[config.mk]
export PLATFORM = sky130hd
export DESIGN_NAME = div_iter
export DESIGN_NICKNAME = d
export VERILOG_FILES = /design/src/rtl/mdu_pkg.sv /design/src/rtl/div_step.sv /design/src/rtl/div_iter.sv
export SDC_FILE = /design/constraint.sdc
export NUM_CORES = 1
export LEC_CHECK = 0
export ABC_AREA = 1
export CAP_MARGIN = 20
export CORE_MARGIN = 4
export CORE_UTILIZATION = 63
export DETAILED_ROUTE_END_ITERATION = 16
export PLACE_DENSITY = 0.88
export SKIP_LAST_GASP = 1
export SLEW_MARGIN = 40
export SYNTH_ARGS = -nofsm -noshare
export SYNTH_HDL_FRONTEND = slang
export SYNTH_SLANG_ARGS = --single-unit
[constraint.sdc]
create_clock -name clk_i -period 10.1 [get_ports clk_i]
set_input_delay 3.03 -clock clk_i [delete_from_list [all_inputs] [get_ports clk_i]]
set_output_delay 3.03 -clock clk_i [all_outputs]
set_load 0.005 [all_outputs]
[src/rtl/mdu_pkg.sv]
// mdu_pkg: shared types and widths for the multiply/divide unit
package mdu_pkg;
    localparam int DIV_W = 32;
    typedef enum logic [1:0] {IDLE, RUN, DONE} div_state_t;
endpackage

[src/rtl/div_step.sv]
// div_step: one restoring radix-2 iteration, compare/subtract carried at W+1 bits
module div_step
    import mdu_pkg::*;
#(
    parameter int W = DIV_W
) (
    input  logic [W-1:0] rem_i,
    input  logic [W-1:0] q_i,
    input  logic [W-1:0] d_i,
    output logic [W-1:0] rem_o,
    output logic [W-1:0] q_o
);
    logic [W:0] sh;
    logic [W:0] diff;
    logic       ge;
    // shift next dividend bit into the partial remainder, subtract when it fits
    always_comb begin
        sh    = {rem_i, q_i[W-1]};
        diff  = sh - {1'b0, d_i};
        ge    = ~diff[W];
        rem_o = ge ? diff[W-1:0] : sh[W-1:0];
        q_o   = {q_i[W-2:0], ge};
    end
endmodule

[src/rtl/div_iter.sv]
// div_iter: iterative restoring divider (div/divu), quotient to LO, remainder to HI
module div_iter
    import mdu_pkg::*;
#(
    parameter int W = DIV_W
) (
    input  logic         clk_i,
    input  logic         reset_i,
    input  logic         start_i,
    input  logic         signed_i,
    input  logic [W-1:0] dividend_i32,
    input  logic [W-1:0] divisor_i32,
    output logic         busy_o,
    output logic         done_o,
    output logic [W-1:0] quot_o32,
    output logic [W-1:0] rem_o32
);
    localparam int CW = $clog2(W) + 1;
    div_state_t    state_q, state_d;
    logic [W-1:0]  rem_w_q, q_w_q, d_q, quot_q, rem_q;
    logic [W-1:0]  step_rem, step_q, a_mag, b_mag;
    logic [CW-1:0] cnt_q;
    logic          neg_quot_q, neg_rem_q, div0_q, accept, last;
    assign accept = start_i && (state_q != RUN);
    assign last   = (state_q == RUN) && (cnt_q == CW'(W - 1));
    assign a_mag  = (signed_i && dividend_i32[W-1]) ? -dividend_i32 : dividend_i32;
    assign b_mag  = (signed_i && divisor_i32[W-1]) ? -divisor_i32 : divisor_i32;
    assign quot_o32 = quot_q;
    assign rem_o32  = rem_q;
    div_step #(.W(W)) u_step (
        .rem_i (rem_w_q),
        .q_i   (q_w_q),
        .d_i   (d_q),
        .rem_o (step_rem),
        .q_o   (step_q)
    );
    // state register
    always_ff @(posedge clk_i) begin
        if (reset_i) state_q <= IDLE;
        else         state_q <= state_d;
    end
    // next-state: start only honoured outside RUN, RUN ends after W iterations
    always_comb begin
        state_d = state_q;
        unique case (state_q)
            IDLE:    state_d = start_i ? RUN : IDLE;
            RUN:     state_d = last ? DONE : RUN;
            DONE:    state_d = start_i ? RUN : IDLE;
            default: state_d = IDLE;
        endcase
    end
    // outputs decoded from state
    always_comb begin
        busy_o = (state_q == RUN);
        done_o = (state_q == DONE);
    end
    // working registers iterate; visible results only change on the last iteration
    always_ff @(posedge clk_i) begin
        if (reset_i) begin
            rem_w_q    <= '0;
            q_w_q      <= '0;
            d_q        <= '0;
            cnt_q      <= '0;
            neg_quot_q <= 1'b0;
            neg_rem_q  <= 1'b0;
            div0_q     <= 1'b0;
            quot_q     <= '0;
            rem_q      <= '0;
        end else if (accept) begin
            rem_w_q    <= '0;
            q_w_q      <= a_mag;
            d_q        <= b_mag;
            cnt_q      <= '0;
            neg_quot_q <= signed_i & (dividend_i32[W-1] ^ divisor_i32[W-1]);
            neg_rem_q  <= signed_i & dividend_i32[W-1];
            div0_q     <= (divisor_i32 == '0);
        end else if (state_q == RUN) begin
            rem_w_q <= step_rem;
            q_w_q   <= step_q;
            cnt_q   <= cnt_q + 1'b1;
            if (last) begin
                // divide by zero leaves q all ones and rem = |a|; re-signing rem restores the dividend
                quot_q <= div0_q ? '1 : (neg_quot_q ? -step_q : step_q);
                rem_q  <= neg_rem_q ? -step_rem : step_rem;
            end
        end
    end
endmodule
==> results of run 1 <==
[cell type report]
type	count	area share
Timing Repair Buffer	140	0.0948
Sequential cell	171	0.235
Clock buffer	17	0.0292
Clock inverter	14	0.00912
Multi-Input combinational cell	1467	0.511
Inverter	378	0.0975
Tap cell	265	0.0228
[worst max path at each step]
stage	from	endpoint	depth (start not counted)
final	divisor_i32[2]	d_q[27]	14
after global routing	divisor_i32[0]	d_q[30]	18
after CTS	divisor_i32[2]	d_q[27]	14
after detailed placement	dividend_i32[0]	q_w_q[26]	14
after global placement	reset_i	rem_w_q[20]	7
after floorplan	dividend_i32[1]	q_w_q[26]	13
[worst max-delay path: stages]
cell and delay [ns]:
clkdlybuf4s50_1 0.47, nor3_1 0.30, nand3_1 0.19, nor3_1 0.30, nand2_1 0.13, nor3_1 0.40, nand2_1 0.20, nor2_1 0.27
inv_1 0.11, nor2_2 0.21, nand2_1 0.12, nand2_1 0.08, nor2_1 0.07, o32ai_1 0.26
[logic make-up (layout without fill, tap and decap cells)]
logic type | after synthesis | in the layout | synth area share
flip-flops | 171 | 171 | 0.272
XOR/XNOR | 49 | 49 | 0.0341
buffers and inverters | 449 | 549 | 0.139
AND/OR/NAND/NOR | 980 | 980 | 0.329
adder cells (fa/ha/maj) | 38 | 38 | 0.0384
AO/OA/AOI/OAI | 400 | 400 | 0.188
[state kept, by name, summed over array words and instances (netlist names)]
| signal | count |
|---|---|
| d_q | 32 |
| neg_quot_q | 1 |
| quot_o32 | 32 |
| q_w_q | 32 |
| rem_o32 | 32 |
| state_q | 2 |
| div0_q | 1 |
| neg_rem_q | 1 |
| cnt_q | 6 |
| rem_w_q | 32 |
[per-stage QoR]
| step | hold WS [ns] | instance area [µm²] | power (W) | util | setup slack (ns) |
|---|---|---|---|---|---|
| final | 0.473 | 14500 | 0.00243 | 0.745 | 4.30 |
| after global routing | 0.497 | 14500 | 0.00257 | 0.745 | 3.92 |
| after CTS | 0.470 | 14500 | 0.00240 | 0.745 | 4.40 |
| after detailed placement | 0.453 | 14000 | 0.00177 | 0.716 | 3.96 |
| after global placement | 0.437 | 14000 | 0.00176 | 0.716 | 3.39 |
| after floorplan | 0.422 | 12600 | 0.00152 | - | 4.84 |
[cells in the mapped netlist, types with 18 or more instances]
cell	instances	area [µm²]
a21oi_1	118	591
a31oi_1	19	119
clkbuf_1	58	218
dfxtp_1	171	3420
ha_1	37	463
inv_1	370	1390
nand2_1	566	2120
nand3_1	112	561
nand4_1	19	119
nor2_1	185	694
nor3_1	33	165
o211ai_1	32	240
o21ai_0	118	591
o21ai_1	21	105
o22ai_1	34	213
xnor2_1	18	158
xor2_1	31	272
[per-layer routing]
metal  part of all wire  vias up
met1               0.40     6307
met3              0.073      140
li1                   -     6892
met5            0.00032        -
met4              0.056        2
met2               0.47      690
[power by group]
part | internal (W) | switching [W] | total [W]
registers | 0.000705 | 0.0000307 | 0.000736
clock network | 0.000325 | 0.000310 | 0.000635
logic | 0.000319 | 0.000738 | 0.00106
total | 0.00135 | 0.00108 | 0.00243
==> impl_metrics.py, run 1 <==
metrics = {
    "sta": {
        "final-setup-viol-count": 0,
        "slew_viol_final": 0,
        "finalCritPeriodShare": 0.574,
        "max_clock_freq_mhz": 172,
        "fin_tns_setup_ns": 0,
        "tightest_slew_ns": 0.816,
        "hold_viol": 0,
        "fin_crit_ns": 5.80,
        "slew_headroom": 0.455,
        "rsz0062_at_grt": "no",
        "fin_worst_skew_ns": 0.0150,
    },
    "routing": {
        "viasPerCell": 5.72,
        "ant_nets": 0,
        "routed_wl_um": 40000,
        "drc": 0,
        "vias": 14031,
        "drt_iter0_drc": 1550,
        "wire_per_inst_um": 16.3,
        "detail_route.first_pass.iterations": 6,
    },
    "critical_path": {
        "crit_path_end_kind": "flip-flop",
        "r2r_setup_slack_ns": 5.08,
        "critPathLaunchType": "primary input",
        "cp.arrival_ns": 6.13,
        "worstPathRequired_ns": 10.43,
        "rr_worst_depth": 26,
        "worstSetupPathType": "primary input to flip-flop",
        "path_max_fanout": 5,
        "r2r-end": "quot_o32[30]",
        "rr_startpoint": "d_q[0]",
    },
    "clock_network": {
        "cts_resized": 0,
        "clkLatencyLatePin_ns": 0.44,
        "cts_setup_buffers": 0,
        "clock_sinks": 171,
        "ctsHoldBuffers": 0,
        "cts_made_buffers": 17,
        "h-tree-depth": 4,
        "cts_max_path_buffers": 2,
        "cts_tree": "done",
        "path_clk_slew_ns": 0.06,
        "cts_root_buffer": "clkbuf_16",
    },
    "logic_synthesis": {
        "yosysWarnings": 0,
        "async_reset_ff_frac": 0,
        "synth.distinct_cells": 54,
        "syn_inst": 2087,
        "avgSynthCellArea_um2": 6.03,
        "synth_nets": 2193,
        "synth_seq_cells": 171,
        "synth_edf_count": 0,
        "synth-main-ff-cell": "dfxtp_1",
        "synth.yosys.seq_area_share": 0.272,
        "synth_area_um2": 12600,
    },
    "final_layout": {
        "fill_cells": 1649,
        "insertedDiodeCount": 0,
        "post_route_cells_drive_above_1_share": 0.0434,
        "regArea_um2": 3420,
        "mostFrequentLayoutCells": "566 x nand2_1, 369 x inv_1, 181 x nor2_1",
        "nets": 2281,
        "multi_input_area_um2": 7440,
        "area_growth_pct": 15.6,
        "final_common_cell": "nand2_1",
        "fin_cells": 2452,
    },
    "hold_path": {
        "hold_path_depth": 2,
        "worstHoldStart": "d_q[26]",
        "whs_endpoint": "d_q[26]",
        "hp-class": "flip-flop to flip-flop",
    },
    "grt": {
        "antenna_found_initial": 1,
        "use_met2": 0.596,
        "grt_pass1_vias": 12994,
        "busiest_layer": "met2",
        "grt_pass1_wl_um": 64300,
        "grt_util_met1": 0.449,
        "met3_usage": 0.0486,
        "grt_max_degree": 68,
        "gr-total-overflow": 0,
        "grt.total_usage": 0.357,
    },
    "floorplan": {
        "dieWidth_um": 149,
        "dieArea_um2": 22300,
        "die_h_um": 149,
        "core_um2": 19500,
        "boundaryPins": 134,
        "initial_utilization": 0.645,
        "rows": 51,
    },
    "placed_design": {
        "dp_hpwl_um": 30800,
        "place_inst": 2421,
        "port_buffers": 133,
        "place.gp.congestion": 0.991,
    },
    "outcome": {
        "outcome": "completed",
    },
    "power": {
        "power_density_nw_per_um2": 167,
        "p_leak_nw": 7.24,
        "ir_drop_mv": 0.122,
    },
    "flow_run": {
        "maxCapViolations": 0,
    },
}
Note: power is estimated with default switching activity, not from simulation.
==> inputs of run 2 (changes only) <==
CORE_UTILIZATION = 53   (was 63)
PLACE_DENSITY = 0.78   (was 0.88)
clock period = 5 ns   (was 10.1 ns; I/O delays follow)
==> impl_metrics.py, run 2 (same netlist as run 1, synthesis figures left out) <==
metrics = {
    "critical_path": {
        "worstPathRequired_ns": 5.38,
        "cp_slowest_stage_delay_ns": 0.44,
        "path_max_fanout": 4,
        "cp_slowest_cell": "fa_1",
        "cp.arrival_ns": 4.78,
        "crit_path_end_kind": "flip-flop",
        "worstSetupPathType": "flip-flop to flip-flop",
        "critPathLaunchType": "flip-flop",
    },
    "power": {
        "clockPowerShare": 0.279,
        "p_leak_nw": 7.31,
        "pwr-share-comb": 0.424,
        "p_int_w": 0.00284,
        "power.sequential.fraction": 0.297,
        "total_power_w": 0.00500,
        "power_switching_w": 0.00216,
        "netSwitchingFraction": 0.433,
        "ir_drop_mv": 0.251,
        "power_density_nw_per_um2": 339,
    },
    "sta": {
        "tightest_slew_ns": 0.785,
        "rsz0062_at_grt": "no",
        "final-setup-viol-count": 0,
        "fin_crit_ns": 4.40,
        "fin_worst_skew_ns": 0.0156,
        "hold_viol": 0,
        "slew_headroom": 0.476,
        "finalCritPeriodShare": 0.879,
        "slew_viol_final": 0,
        "fin_tns_setup_ns": 0,
        "max_clock_freq_mhz": 227,
    },
    "placed_design": {
        "place.gp.congestion": 0.988,
        "dp_hpwl_um": 31100,
        "port_buffers": 133,
    },
    "floorplan": {
        "dieArea_um2": 26300,
        "rows": 56,
        "core_um2": 23400,
        "dieWidth_um": 162,
        "initial_utilization": 0.538,
        "die_h_um": 162,
        "boundaryPins": 134,
    },
    "final_layout": {
        "insertedDiodeCount": 0,
        "area_growth_pct": 17.1,
        "fin_util": 0.630,
        "mostFrequentLayoutCells": "566 x nand2_1, 369 x inv_1, 181 x nor2_1",
        "final_common_cell": "nand2_1",
        "post_route_cells_drive_above_1_share": 0.0478,
        "nets": 2290,
        "fill_cells": 2316,
        "multi_input_area_um2": 7440,
        "regArea_um2": 3420,
    },
    "outcome": {
        "outcome": "completed",
    },
    "clock_network": {
        "cts_tree": "done",
        "cts_setup_buffers": 0,
        "cts_root_buffer": "clkbuf_16",
        "cts_max_path_buffers": 2,
        "cts_made_buffers": 17,
        "path_clk_slew_ns": 0.08,
        "clkLatencyLatePin_ns": 0.44,
        "h-tree-depth": 4,
        "clock_sinks": 171,
    },
    "routing": {
        "ant_nets": 0,
        "drt_iter0_drc": 1242,
        "routed_wl_um": 39800,
        "drc": 0,
        "vias": 13790,
        "wire_per_inst_um": 15.8,
        "detail_route.first_pass.iterations": 6,
        "viasPerCell": 5.48,
    },
    "grt": {
        "grt_pass1_vias": 12744,
        "gr-total-overflow": 0,
        "grt.total_usage": 0.299,
        "grt_pass1_wl_um": 63600,
        "antenna_found_initial": 0,
        "grt_max_degree": 67,
    },
    "hold_path": {
        "hp-class": "flip-flop to flip-flop",
    },
    "flow_run": {
        "maxCapViolations": 0,
    },
}
run 2: cell types whose count changed in the layout (fill, tap and decap cells not counted), sizes merged:
cell | before | now
buf | 8 | 16
bufinv | 0 | 2
clkbuf | 17 | 18
clkdlybuf4s50 | 132 | 133
clkinv | 8 | 5
clkinvlp | 2 | 3
run 2: final cells by class:
type | instances | share of cell area
multi-input combinational | 1467 | 0.505
clock inverter | 14 | 0.0119
inverter | 378 | 0.0965
clock buffer | 18 | 0.0291
timing repair buffer | 149 | 0.0985
tap | 319 | 0.0271
sequential | 171 | 0.232
run 2: final timing paths:
kind	startpoint	to	slack, ns	depth (start not counted)
min reg2reg	d_q[20]	d_q[20]	0.47	2
max	q_w_q[31]	quot_o32[30]	0.60	27
max reg2reg	q_w_q[31]	quot_o32[30]	0.60	27
min	d_q[20]	d_q[20]	0.47	2
run 2: through the flow:
step           cell area, µm²  hold slack [ns]  std cells  setup slack [ns]
2_1_floorplan           12600            0.422       2087              1.04
3_3_place_gp            14100            0.437       2484             0.577
3_5_place_dp            14100            0.447       2484             0.394
4_1_cts                 14700            0.467       2516             0.625
5_1_grt                 14700            0.499       2516            0.0333
6_report                14700            0.467       2516             0.603
run 2: routing by layer:
metal  part of all wire  up-vias  wire length (µm)  track usage
li1                   -     6894                 -            -
met1               0.42     6242             16700        0.378
met2               0.47      545             18800        0.506
met3              0.059      109              2360       0.0350
met4              0.049        0              1960        0.150
met5                  0        -                 0            0
run 2: what timing repair did:
action                                  4_1_cts  5_1_grt
endpoints found under the hold margin         0        0
gates resized for setup                       0        1
endpoints found under the setup margin        0        1
hold buffers                                  0        0
run 2: power by group through the flow:
stage | logic, W | registers (W) | clock network, W
floorplan | 0.00159 | 0.00149 | 0
global route | 0.00238 | 0.00149 | 0.00146
CTS | 0.00209 | 0.00148 | 0.00141
global placement | 0.00205 | 0.00151 | 0
finish | 0.00212 | 0.00149 | 0.00140
detailed placement | 0.00208 | 0.00151 | 0
run 2: critical path, delay by kind of cell (launching register included):
family                     cells  cell delay, ns
xor gates and xnor gates       1            0.20
adders and majority gates      3            0.76
AOI/OAI and AO/OA              4            0.60
DFF                            1            0.33
buffers and inverters          3            0.23
and+or+nand+nor               16            2.22
